`config.mk`:
```
export PLATFORM = sky130hd
export DESIGN_NAME = if_id_queue
export DESIGN_NICKNAME = d
export VERILOG_FILES = /design/src/rtl/if_id_queue_pkg.sv /design/src/rtl/if_id_queue_ram.sv /design/src/rtl/if_id_queue.sv
export SDC_FILE = /design/constraint.sdc
export NUM_CORES = 1
export LEC_CHECK = 0
export ABC_CLOCK_PERIOD_IN_PS = 6700
export CORE_MARGIN = 2
export CORE_UTILIZATION = 30
export CTS_BUF_LIST = sky130_fd_sc_hd__clkbuf_8
export DETAILED_ROUTE_END_ITERATION = 16
export PLACE_DENSITY_LB_ADDON = 0.1
export SETUP_SLACK_MARGIN = 0.05
export SYNTH_ARGS = -nofsm -noshare
export SYNTH_HDL_FRONTEND = slang
export SYNTH_SLANG_ARGS = --single-unit
export TNS_END_PERCENT = 20
```
`constraint.sdc`:
```
create_clock -name Clk -period 6.7 [get_ports Clk]
set_input_delay 1.34 -clock Clk [delete_from_list [all_inputs] [get_ports Clk]]
set_output_delay 1.34 -clock Clk [all_outputs]
set_load 0.02 [all_outputs]
```
`src/rtl/if_id_queue_pkg.sv`:
```
// Shared types and constants for the IF/ID instruction queue.
// An entry packs {PC, PC4, Inst} with PC in the most significant word.
package if_id_queue_pkg;

    localparam int unsigned ENTRY_W  = 96;
    localparam logic [31:0] NOP_INST = 32'h0000_0000;

    localparam int unsigned INST_LSB = 0;
    localparam int unsigned INST_MSB = 31;
    localparam int unsigned PC4_LSB  = 32;
    localparam int unsigned PC4_MSB  = 63;
    localparam int unsigned PC_LSB   = 64;
    localparam int unsigned PC_MSB   = 95;

    typedef enum logic [2:0] {
        OP_IDLE,
        OP_PUSH,
        OP_POP,
        OP_PUSH_POP,
        OP_FLUSH
    } queue_op_t;

    function automatic logic [ENTRY_W-1:0] pack_entry(
        input logic [31:0] pc,
        input logic [31:0] pc4,
        input logic [31:0] inst
    );
        logic [ENTRY_W-1:0] e;
        e = '0;
        e[PC_MSB:PC_LSB]     = pc;
        e[PC4_MSB:PC4_LSB]   = pc4;
        e[INST_MSB:INST_LSB] = inst;
        return e;
    endfunction

endpackage

```
`src/rtl/if_id_queue_ram.sv`:
```
// Entry storage for the IF/ID queue: one synchronous write port, one
// asynchronous read port, contents deliberately not reset.
module if_id_queue_ram
    import if_id_queue_pkg::*;
#(
    parameter int unsigned DEPTH = 4,
    parameter int unsigned AW    = 2
) (
    input  logic               clk,
    input  logic               wr_en,
    input  logic [AW-1:0]      wr_addr,
    input  logic [ENTRY_W-1:0] wr_data,
    input  logic [AW-1:0]      rd_addr,
    output logic [ENTRY_W-1:0] rd_data
);

    logic [ENTRY_W-1:0] mem [DEPTH];

    always_ff @(posedge clk) begin
        if (wr_en) begin
            mem[wr_addr] <= wr_data;
        end
    end

    assign rd_data = mem[rd_addr];

endmodule

```
`src/rtl/if_id_queue.sv`:
```
// IF/ID decoupling queue: buffers fetched {PC, PC4, Inst} tuples in order,
// with valid/ready on both sides and a full flush on a MEM-stage redirect.
module if_id_queue
    import if_id_queue_pkg::*;
#(
    parameter int unsigned DEPTH = 4,
    parameter int unsigned AW    = 2
) (
    input  logic          Clk,
    input  logic          Clrn,
    input  logic          MEM_PCSrc,
    input  logic          IFin_Valid,
    input  logic [31:0]   IFin_PC,
    input  logic [31:0]   IFin_PC4,
    input  logic [31:0]   IFin_Inst,
    output logic          IF_Ready,
    output logic          IDout_Valid,
    output logic [31:0]   IDout_PC,
    output logic [31:0]   IDout_PC4,
    output logic [31:0]   IDout_Inst,
    input  logic          ID_Ready,
    output logic [AW:0]   Q_Count
);

    localparam logic [AW:0] FULL_COUNT = (AW+1)'(DEPTH);

    logic [AW-1:0]      wr_ptr;
    logic [AW-1:0]      rd_ptr;
    logic [ENTRY_W-1:0] head;
    logic               push;
    logic               pop;
    queue_op_t          op;

    // Handshakes depend only on state and MEM_PCSrc, never on ID_Ready,
    // so a decode stall cannot form a combinational loop back into fetch.
    assign IF_Ready    = (Q_Count != FULL_COUNT) && !MEM_PCSrc;
    assign IDout_Valid = (Q_Count != '0) && !MEM_PCSrc;

    assign push = IFin_Valid && IF_Ready;
    assign pop  = IDout_Valid && ID_Ready;

    always_comb begin
        op = OP_IDLE;
        if (MEM_PCSrc) begin
            op = OP_FLUSH;
        end else begin
            unique case ({push, pop})
                2'b10:   op = OP_PUSH;
                2'b01:   op = OP_POP;
                2'b11:   op = OP_PUSH_POP;
                default: op = OP_IDLE;
            endcase
        end
    end

    always_ff @(posedge Clk or negedge Clrn) begin
        if (!Clrn) begin
            wr_ptr  <= '0;
            rd_ptr  <= '0;
            Q_Count <= '0;
        end else begin
            unique case (op)
                OP_FLUSH: begin
                    wr_ptr  <= '0;
                    rd_ptr  <= '0;
                    Q_Count <= '0;
                end
                OP_PUSH: begin
                    wr_ptr  <= wr_ptr + 1'b1;
                    Q_Count <= Q_Count + 1'b1;
                end
                OP_POP: begin
                    rd_ptr  <= rd_ptr + 1'b1;
                    Q_Count <= Q_Count - 1'b1;
                end
                OP_PUSH_POP: begin
                    wr_ptr <= wr_ptr + 1'b1;
                    rd_ptr <= rd_ptr + 1'b1;
                end
                default: ;
            endcase
        end
    end

    if_id_queue_ram #(
        .DEPTH (DEPTH),
        .AW    (AW)
    ) u_ram (
        .clk     (Clk),
        .wr_en   (push),
        .wr_addr (wr_ptr),
        .wr_data (pack_entry(IFin_PC, IFin_PC4, IFin_Inst)),
        .rd_addr (rd_ptr),
        .rd_data (head)
    );

    // Storage is unreset; gating keeps stale or wrong-path words away from ID.
    assign IDout_PC   = IDout_Valid ? head[PC_MSB:PC_LSB]     : '0;
    assign IDout_PC4  = IDout_Valid ? head[PC4_MSB:PC4_LSB]   : '0;
    assign IDout_Inst = IDout_Valid ? head[INST_MSB:INST_LSB] : NOP_INST;

endmodule

```
Word-level counts from Yosys, hierarchy flattened
Memories as Yosys holds them, arrays and structs flattened.
Index checks and enable logic that the tools add are counted.
{"block": "totals", "regBits": 7, "ram_bits": 384, "input_bits": 101, "output_inout_bits": 101, "word_cells": 37, "mem_count": 1}
{"block": "op_classes", "add_sub_neg": 4, "n_eq_ne": 8, "muxes": 10, "reduce_logical": 11}
{"name": "u_ram.mem", "depth": 4, "width": 96, "read_ports": 1, "rd_ports_with_merged_regs": 0, "write_ports": 1, "line": "if_id_queue_ram.sv:17", "rtl": "logic [ENTRY_W-1:0] mem [DEPTH];"}
{"op": "$mux 32", "count": 3}
{"op": "$pmux 3 s3", "count": 1}
{"op": "$pmux 2 s2", "count": 2}
{"op": "$eq 3x2->1 const B", "count": 2}
{"op": "$pmux 2 s3", "count": 1}
{"op": "$reduce_bool 3->1", "count": 2}
{"op": "$add 2x1->2 const B", "count": 2}
{"op": "$eq 2x2->1 const B", "count": 2}
{"op": "$logic_and 1x1->1", "count": 4}
{"op": "$reduce_bool 2->1", "count": 2}
{"op": "$reduce_or 2->1", "count": 2}
{"op": "$add 3x1->3 const B", "count": 1}
{"op": "$eq 3x1->1 const B", "count": 1}
{"op": "$eq 3x3->1 const B", "count": 1}
{"op": "$mux 3", "count": 1}
{"op": "$ne 3x3->1 const B", "count": 1}
{"op": "$sub 3x1->3 const B", "count": 1}
{"op": "$eq 2x1->1 const B", "count": 1}
{"op": "$mux 1", "count": 2}
{"op": "$logic_not 1->1", "count": 1}

Logic depth before layout (Yosys ltp)
Gate-level depths: netlist of run 1.
{"block": "depth", "ltp_word": 9, "mapped_depth": 9, "depth_no_buf": 7}

By module
From an unflattened synthesis of run 1, not the netlist that was laid out.
{"block": "hier_totals", "cells_unflattened": 671, "area_unflattened_um2": 15184.6}
{"mod": "if_id_queue_ram", "n_inst": 1, "cells_per_inst": 506, "area_each_um2": 13874.6, "seq_area_each_um2": 11531.1}
{"mod": "if_id_queue", "n_inst": 1, "cells_per_inst": 165, "area_each_um2": 1310.0, "seq_area_each_um2": 175.2}

Worst setup path before layout of run 1
No wires, ideal clock.
{"block": "synth_path", "kind": "input -> register", "startpoint": "in MEM_PCSrc", "endpoint": "mem u_ram.mem[0][0], enable pin", "setup_time_ns": 0.466, "t_arrival_ns": 4.112, "required_time_ns": 6.234, "setup_slack_ns": 2.123, "cell_stages": 3, "path_buffers": 1, "cell_sequence": "buf_1 > a211oi_4 > and2_1"}
{"block": "synth_between", "elab_chain_len": 5}
{"item": "start: declaration", "line": "if_id_queue.sv:11", "rtl": "input logic MEM_PCSrc,"}
{"item": "$logic_not 1->1", "line": "if_id_queue.sv:36", "rtl": "assign IF_Ready = (Q_Count != FULL_COUNT) && !MEM_PCSrc;"}
{"item": "$logic_and 1x1->1", "line": "if_id_queue.sv:36"}
{"item": "$logic_and 1x1->1", "line": "if_id_queue.sv:39", "rtl": "assign push = IFin_Valid && IF_Ready;"}
{"item": "$mux 1", "line": "if_id_queue_ram.sv:20", "rtl": "if (wr_en) begin"}
{"item": "$mux 1 (not written as such)", "line": "if_id_queue_ram.sv:21", "rtl": "mem[wr_addr] <= wr_data;"}
{"item": "end: declaration", "line": "if_id_queue_ram.sv:17"}
Every way passes these cells.

Worst setup path in the final report of run 1
{"block": "layout_path", "startpoint": "in MEM_PCSrc", "endpoint": "out IDout_PC[25]"}
{"block": "layout_between", "elab_chain_len": 3}
{"item": "$logic_not 1->1", "line": "if_id_queue.sv:37", "rtl": "assign IDout_Valid = (Q_Count != '0) && !MEM_PCSrc;"}
{"item": "$logic_and 1x1->1", "line": "if_id_queue.sv:37"}
{"item": "$mux 32", "line": "if_id_queue.sv:98", "rtl": "assign IDout_PC = IDout_Valid ? head[PC_MSB:PC_LSB] : '0;"}
{"item": "end: declaration", "line": "if_id_queue.sv:18", "rtl": "output logic [31:0] IDout_PC,"}
Every way passes these cells.

==> flow_metrics.tcl, run 1 <==
set metrics [dict create \
    status "completed" \
    netlist_instances 666 \
    cpMaxStageDelayCell "clkdlybuf4s50_1" \
    setup_violations 0 \
    initial_utilization 0.3021 \
    syn_avg_cell_area_sq_um 22.62 \
    yosys_warnings 0 \
    first_pass_iters 4 \
    synth_nets 772 \
    min_path_cells 1 \
    gp_congestion 0.6607 \
    fp.dieH_um 228.1 \
    drive_gt1_frac 0.2113 \
    synth_common_cells "384 x edfxtp_1, 100 x and2_1, 96 x mux4_2" \
    start_kind "input pin" \
    htreeDepth 3 \
    netlist-cell-type-count 34 \
    tns_ns 0 \
    whs_ns 0.5640 \
    cp_cell_sequence "clkdlybuf4s50_1 -> a21oi_4 -> buf_4 -> and2_1 -> clkdlybuf4s50_1" \
    grt_start_max_net_pins 61 \
    pwr_density_cell_mw_per_mm2 339.3 \
    core_sq_mm 0.04986 \
    grt_pass1_wl_um 50540 \
    crit_path_end_kind "output pin" \
    clkLatencyLatePin_ns 0.62 \
    root_buffer "clkbuf_8" \
    io_buffers 201 \
    max-slew-margin-rel 0.3298 \
    final_nets 1020 \
    crit_fanout 37 \
    fillers 4657 \
    cts_hold_buf 0 \
    ant_nets 0 \
    async_flop_share 0.01790 \
    rsz0062_at_grt "false" \
    finalClockSkew_ns 0.01593 \
    synth_most_common_cell "edfxtp_1" \
    fin_crit_sh 0.7201 \
    grtUsageTotal 0.1303 \
    dieArea_sq_mm 0.05202 \
    crit_buf_inv 3 \
    path_class "input pin to output pin" \
    slew_violations 0 \
    ir_drop_mv 0.1452 \
    leakagePower_nw 6.001 \
    ys_ff_latch 391 \
    drtIter0Drc 388 \
    synthToLayoutAreaGrowth_pct 26.78 \
    hold_viol_final 0 \
    hold_class "flip-flop to flip-flop" \
    cts_tree "built" \
    hpwl_um 18610 \
    routedWlPerCell_um 20.36 \
    numCtsBuffers 70 \
    drc_errors 0 \
    clkSinkCount 391 \
    antenna_found_initial 3 \
    gr-total-overflow 0 \
    syn_area_sq_mm 0.01506 \
    cts_max_path_buffers 3 \
    vias 7179 \
    max_stage_delay_ns 0.69 \
    crit_top_cell "clkdlybuf4s50_1" \
    path_delay_family "buffers and inverters" \
    ctsResizeCount 0 \
    tightest_slew_ns 1.005 \
    synth_top_area_frac 0.7655 \
    synth.yosys.seq_area_share 0.7771 \
    fp.dieW_um 228.1 \
    fmax_mhz 207.3 \
    cp.arrival_ns 3.48 \
    num_rows 82 \
    period_needed_ns 4.825 \
    synth_largest_area_cell "edfxtp_1" \
    yosys_most_used_dff "edfxtp_1" \
    ioPinCount 202 \
    drt_wl_total_um 33200 \
    clkTransAtPathRegs_ns 0.05 \
    maxCapViolCount 0 \
    worstPathRequired_ns 5.36 \
    pre_cts_ws_ns 1.826 \
    cp_num_cells 5 \
    synth.area.top_cells "edfxtp_1 77%, mux4_2 14%, and2_1 4.2%" \
    vias_per_cell 4.402 \
    postCtsSetupBuffers 0 \
    grt_pass1_vias 8158 \
    ff2ff_path_depth 4 \
    fin_ws_ns 1.875 \
    synth_edf_count 384 \
]
==> worst register-to-register path, stage by stage (launching register included) <==
cell	delay, ns
dfrtp_1	0.57
nor2_4	0.13
a211oi_4	0.43
and2_4	0.82
buf_4	0.50
==> registers in the layout, indices dropped and copies added (netlist names) <==
| signal | cells |
|---|---|
| rd_ptr | 2 |
| Q_Count | 3 |
| u_ram.mem | 384 |
| wr_ptr | 2 |
==> routing by layer <==
metal | vias up | GRT usage | routed length, um
met5 | - | 0 | 20
met4 | 4 | 0.04963 | 667
met3 | 55 | 0.03900 | 1955
met2 | 203 | 0.2182 | 16430
met1 | 3690 | 0.1588 | 14140
li1 | 3227 | - | -
==> power breakdown <==
part | switching [mW] | internal [mW]
Sequential | 0.130 | 2.84
Clock | 0.937 | 1.03
Combinational | 0.734 | 0.810
Total | 1.80 | 4.68
==> path summary, 6_finish.rpt <==
check	slack (ns)	start	to
worst max-delay path	1.88	MEM_PCSrc	IDout_PC[25]
worst min-delay path	0.56	wr_ptr[0]	wr_ptr[0]
worst max register to register	3.91	Q_Count[0]	u_ram.mem[2][15]
worst min register to register	0.56	wr_ptr[0]	wr_ptr[0]
max in group asynchronous	5.37	Clrn	rd_ptr[0]
min in group asynchronous	1.02	Clrn	Q_Count[2]
==> kinds of logic after synthesis <==
family | synth area share
compound gates | 0.008390
buf+inv | 0.01495
xor+xnor | 0.001163
mux | 0.1469
flops | 0.7771
fa+ha+maj | 0.004652
simple gates | 0.04677
==> through the flow <==
stage | area (sq um) | power (mW) | util | cells
after global routing | 19090 | 6.841 | 0.3828 | 1628
final | 19100 | 6.480 | 0.3830 | 1631
after floorplan | 15060 | 3.967 | - | 666
after global placement | 17880 | 4.623 | 0.3585 | 1514
after CTS | 19090 | 6.645 | 0.3828 | 1628
after detailed placement | 17880 | 4.621 | 0.3585 | 1514
==> layout by cell type, fill, tap and decap left out, types with 6 or more instances in the layout <==
master and n:
buf_4 6, clkinv_1 13, edfxtp_1 384, inv_1 23, clkdlybuf4s50_1 201, and2_1 96
clkbuf_8 72, mux4_2 96
==> area by class of cell <==
type	count	area [sq um]	share of cell area
inverters	6	22.52	0.001179
multi-input cells	233	3142	0.1645
repair buffers	212	2157	0.1130
well taps	672	840.8	0.04403
flip-flops and latches	391	11710	0.6134
diodes	3	7.507	0.0003931
clock buffers	72	991.0	0.05189
clock inverters	42	222.7	0.01166
Power figures use the tool's default switching activity.
==> inputs of run 2 (changes only) <==
--- a/config.mk
+++ b/config.mk
@@ -5,7 +5,7 @@
 export SDC_FILE = /design/constraint.sdc
 export NUM_CORES = 1
 export LEC_CHECK = 0
-export ABC_CLOCK_PERIOD_IN_PS = 6700
+export ABC_CLOCK_PERIOD_IN_PS = 5000
 export CORE_MARGIN = 2
 export CORE_UTILIZATION = 30
 export CTS_BUF_LIST = sky130_fd_sc_hd__clkbuf_8
==> constraint.sdc (replaced) <==
create_clock -name Clk -period 5 [get_ports Clk]
set_input_delay 1 -clock Clk [delete_from_list [all_inputs] [get_ports Clk]]
set_output_delay 1 -clock Clk [all_outputs]
set_load 0.02 [all_outputs]
==> run 2 against run 1 <==
Net effect: worst setup slack worse by 0.81 ns; sequential power rose by 31%; total power grew 33%; critical endpoint is now IDout_Inst[1]; wire length fell by 1.4%; largest power group unchanged; hold slack hardly changed; final area barely moved; register-to-register slack got worse by 1.4 ns; largest cell class unchanged; highest routed layer unchanged; global-route usage down 0.29 points; critical path depth is 1 lower; die area unchanged.
==> flow_metrics.tcl, run 2 (synthesis gave the netlist of run 1 again) <==
set metrics [dict create \
    leakagePower_nw 6.021 \
    finalClockSkew_ns 0.02631 \
    io_buffers 201 \
    hpwl_um 18460 \
    drc_errors 0 \
    fmax_mhz 253.9 \
    initial_utilization 0.3021 \
    path_delay_family "buffers and inverters" \
    crit_buf_inv 2 \
    rsz0062_at_grt "false" \
    antenna_found_initial 6 \
    numCtsBuffers 69 \
    pre_cts_ws_ns 1.161 \
    largest_register_ffs 384 \
    fin_ws_ns 1.062 \
    fp.dieH_um 228.1 \
    synthToLayoutAreaGrowth_pct 26.89 \
    clkSinkCount 391 \
    routedWlPerCell_um 20.03 \
    first_pass_iters 4 \
    dieArea_sq_mm 0.05202 \
    start_kind "flip-flop" \
    grtUsageTotal 0.1274 \
    root_buffer "clkbuf_8" \
    path_class "flip-flop to output pin" \
    largestRegisters "u_ram.mem: 384 flops, Q_Count: 3 flops" \
    drt_wl_total_um 32730 \
    clkLatencyLatePin_ns 0.63 \
    worstPathRequired_ns 4.00 \
    cp_cell_sequence "buf_12 -> mux4_2 -> and2_1 -> clkdlybuf4s50_1" \
    ff2ff_path_depth 4 \
    vias 7210 \
    htreeDepth 3 \
    pwr_density_cell_mw_per_mm2 450.4 \
    grt_pass1_vias 8049 \
    hold_viol_final 0 \
    drive_gt1_frac 0.2096 \
    cp_num_cells 4 \
    ant_nets 0 \
    slew_violations 0 \
    setup_violations 0 \
    cts_hold_buf 0 \
    largest_register "u_ram.mem" \
    status "completed" \
    postCtsSetupBuffers 0 \
    period_needed_ns 3.938 \
    fp.dieW_um 228.1 \
    fillers 4662 \
    layout_commonest_cell "edfxtp_1" \
    cp.arrival_ns 2.94 \
    gp_congestion 0.6573 \
    cts_max_path_buffers 3 \
    fin_crit_sh 0.7877 \
    final_nets 1022 \
    min_path_cells 1 \
    clkTransAtPathRegs_ns 0.05 \
    grt_start_max_net_pins 98 \
    maxCapViolCount 0 \
    crit_path_end_kind "output pin" \
    grt_pass1_wl_um 49390 \
    tns_ns 0 \
    ir_drop_mv 0.2292 \
    num_rows 82 \
    max_stage_delay_ns 0.76 \
    ctsResizeCount 0 \
    drtIter0Drc 408 \
    ioPinCount 202 \
    vias_per_cell 4.412 \
    hold_class "flip-flop to flip-flop" \
    max-slew-margin-rel 0.5065 \
    cpMaxStageDelayCell "dfrtp_4" \
    core_sq_mm 0.04986 \
    final_cell_mix "384 x edfxtp_1, 201 x clkdlybuf4s50_1, 96 x mux4_2, 96 x and2_1, 72 x clkbuf_8" \
    crit_fanout 53 \
    gr-total-overflow 0 \
    cts_tree "built" \
    tightest_slew_ns 0.7403 \
]
run 2: cell types whose count changed in the layout (fill, tap and decap cells not counted), sizes merged:
cell	previous run	this run
bufinv	1	0
buf	11	14
inv	27	29
clkinv	17	16
run 2: final timing paths:
check	start	endpoint	slack (ns)
min in group asynchronous	Clrn	wr_ptr[1]	0.67
max in group asynchronous	Clrn	rd_ptr[1]	4.02
worst max register to register	Q_Count[1]	u_ram.mem[0][82]	2.49
worst min register to register	wr_ptr[0]	wr_ptr[0]	0.56
worst max-delay path	rd_ptr[1]	IDout_Inst[1]	1.06
worst min-delay path	wr_ptr[0]	wr_ptr[0]	0.56
run 2: metrics by stage:
stage	area [sq um]	utilization	hold slack [ns]	power [mW]	std cells
after floorplan	15060	-	0.5039	5.316	666
after global placement	17940	0.3597	0.5540	6.201	1517
after detailed placement	17940	0.3597	0.5613	6.193	1517
after CTS	19110	0.3832	0.5703	8.827	1631
after global routing	19110	0.3832	0.5944	9.059	1632
final	19110	0.3833	0.5640	8.609	1634
run 2: area by class of cell:
cell class	instances	area (sq um)	share of cell area
repair buffers	215	2217	0.1160
clock buffers	72	991.0	0.05185
inverters	6	22.52	0.001178
multi-input cells	233	3142	0.1644
clock inverters	42	178.9	0.009361
diodes	3	7.507	0.0003928
flip-flops and latches	391	11710	0.6129
well taps	672	840.8	0.04399
run 2: layer usage:
layer | vias to the layer above | GRT usage | part of all wire
li1 | 3218 | - | -
met1 | 3732 | 0.1530 | 0.42
met2 | 194 | 0.2121 | 0.49
met3 | 60 | 0.03925 | 0.059
met4 | 6 | 0.05515 | 0.023
met5 | - | 0 | 0.0011
run 2: where the power goes:
group,internal (mW),total (mW),switching (mW)
clock,1.32,2.56,1.24
combinational,1.10,2.17,1.07
sequential,3.80,3.88,0.0798
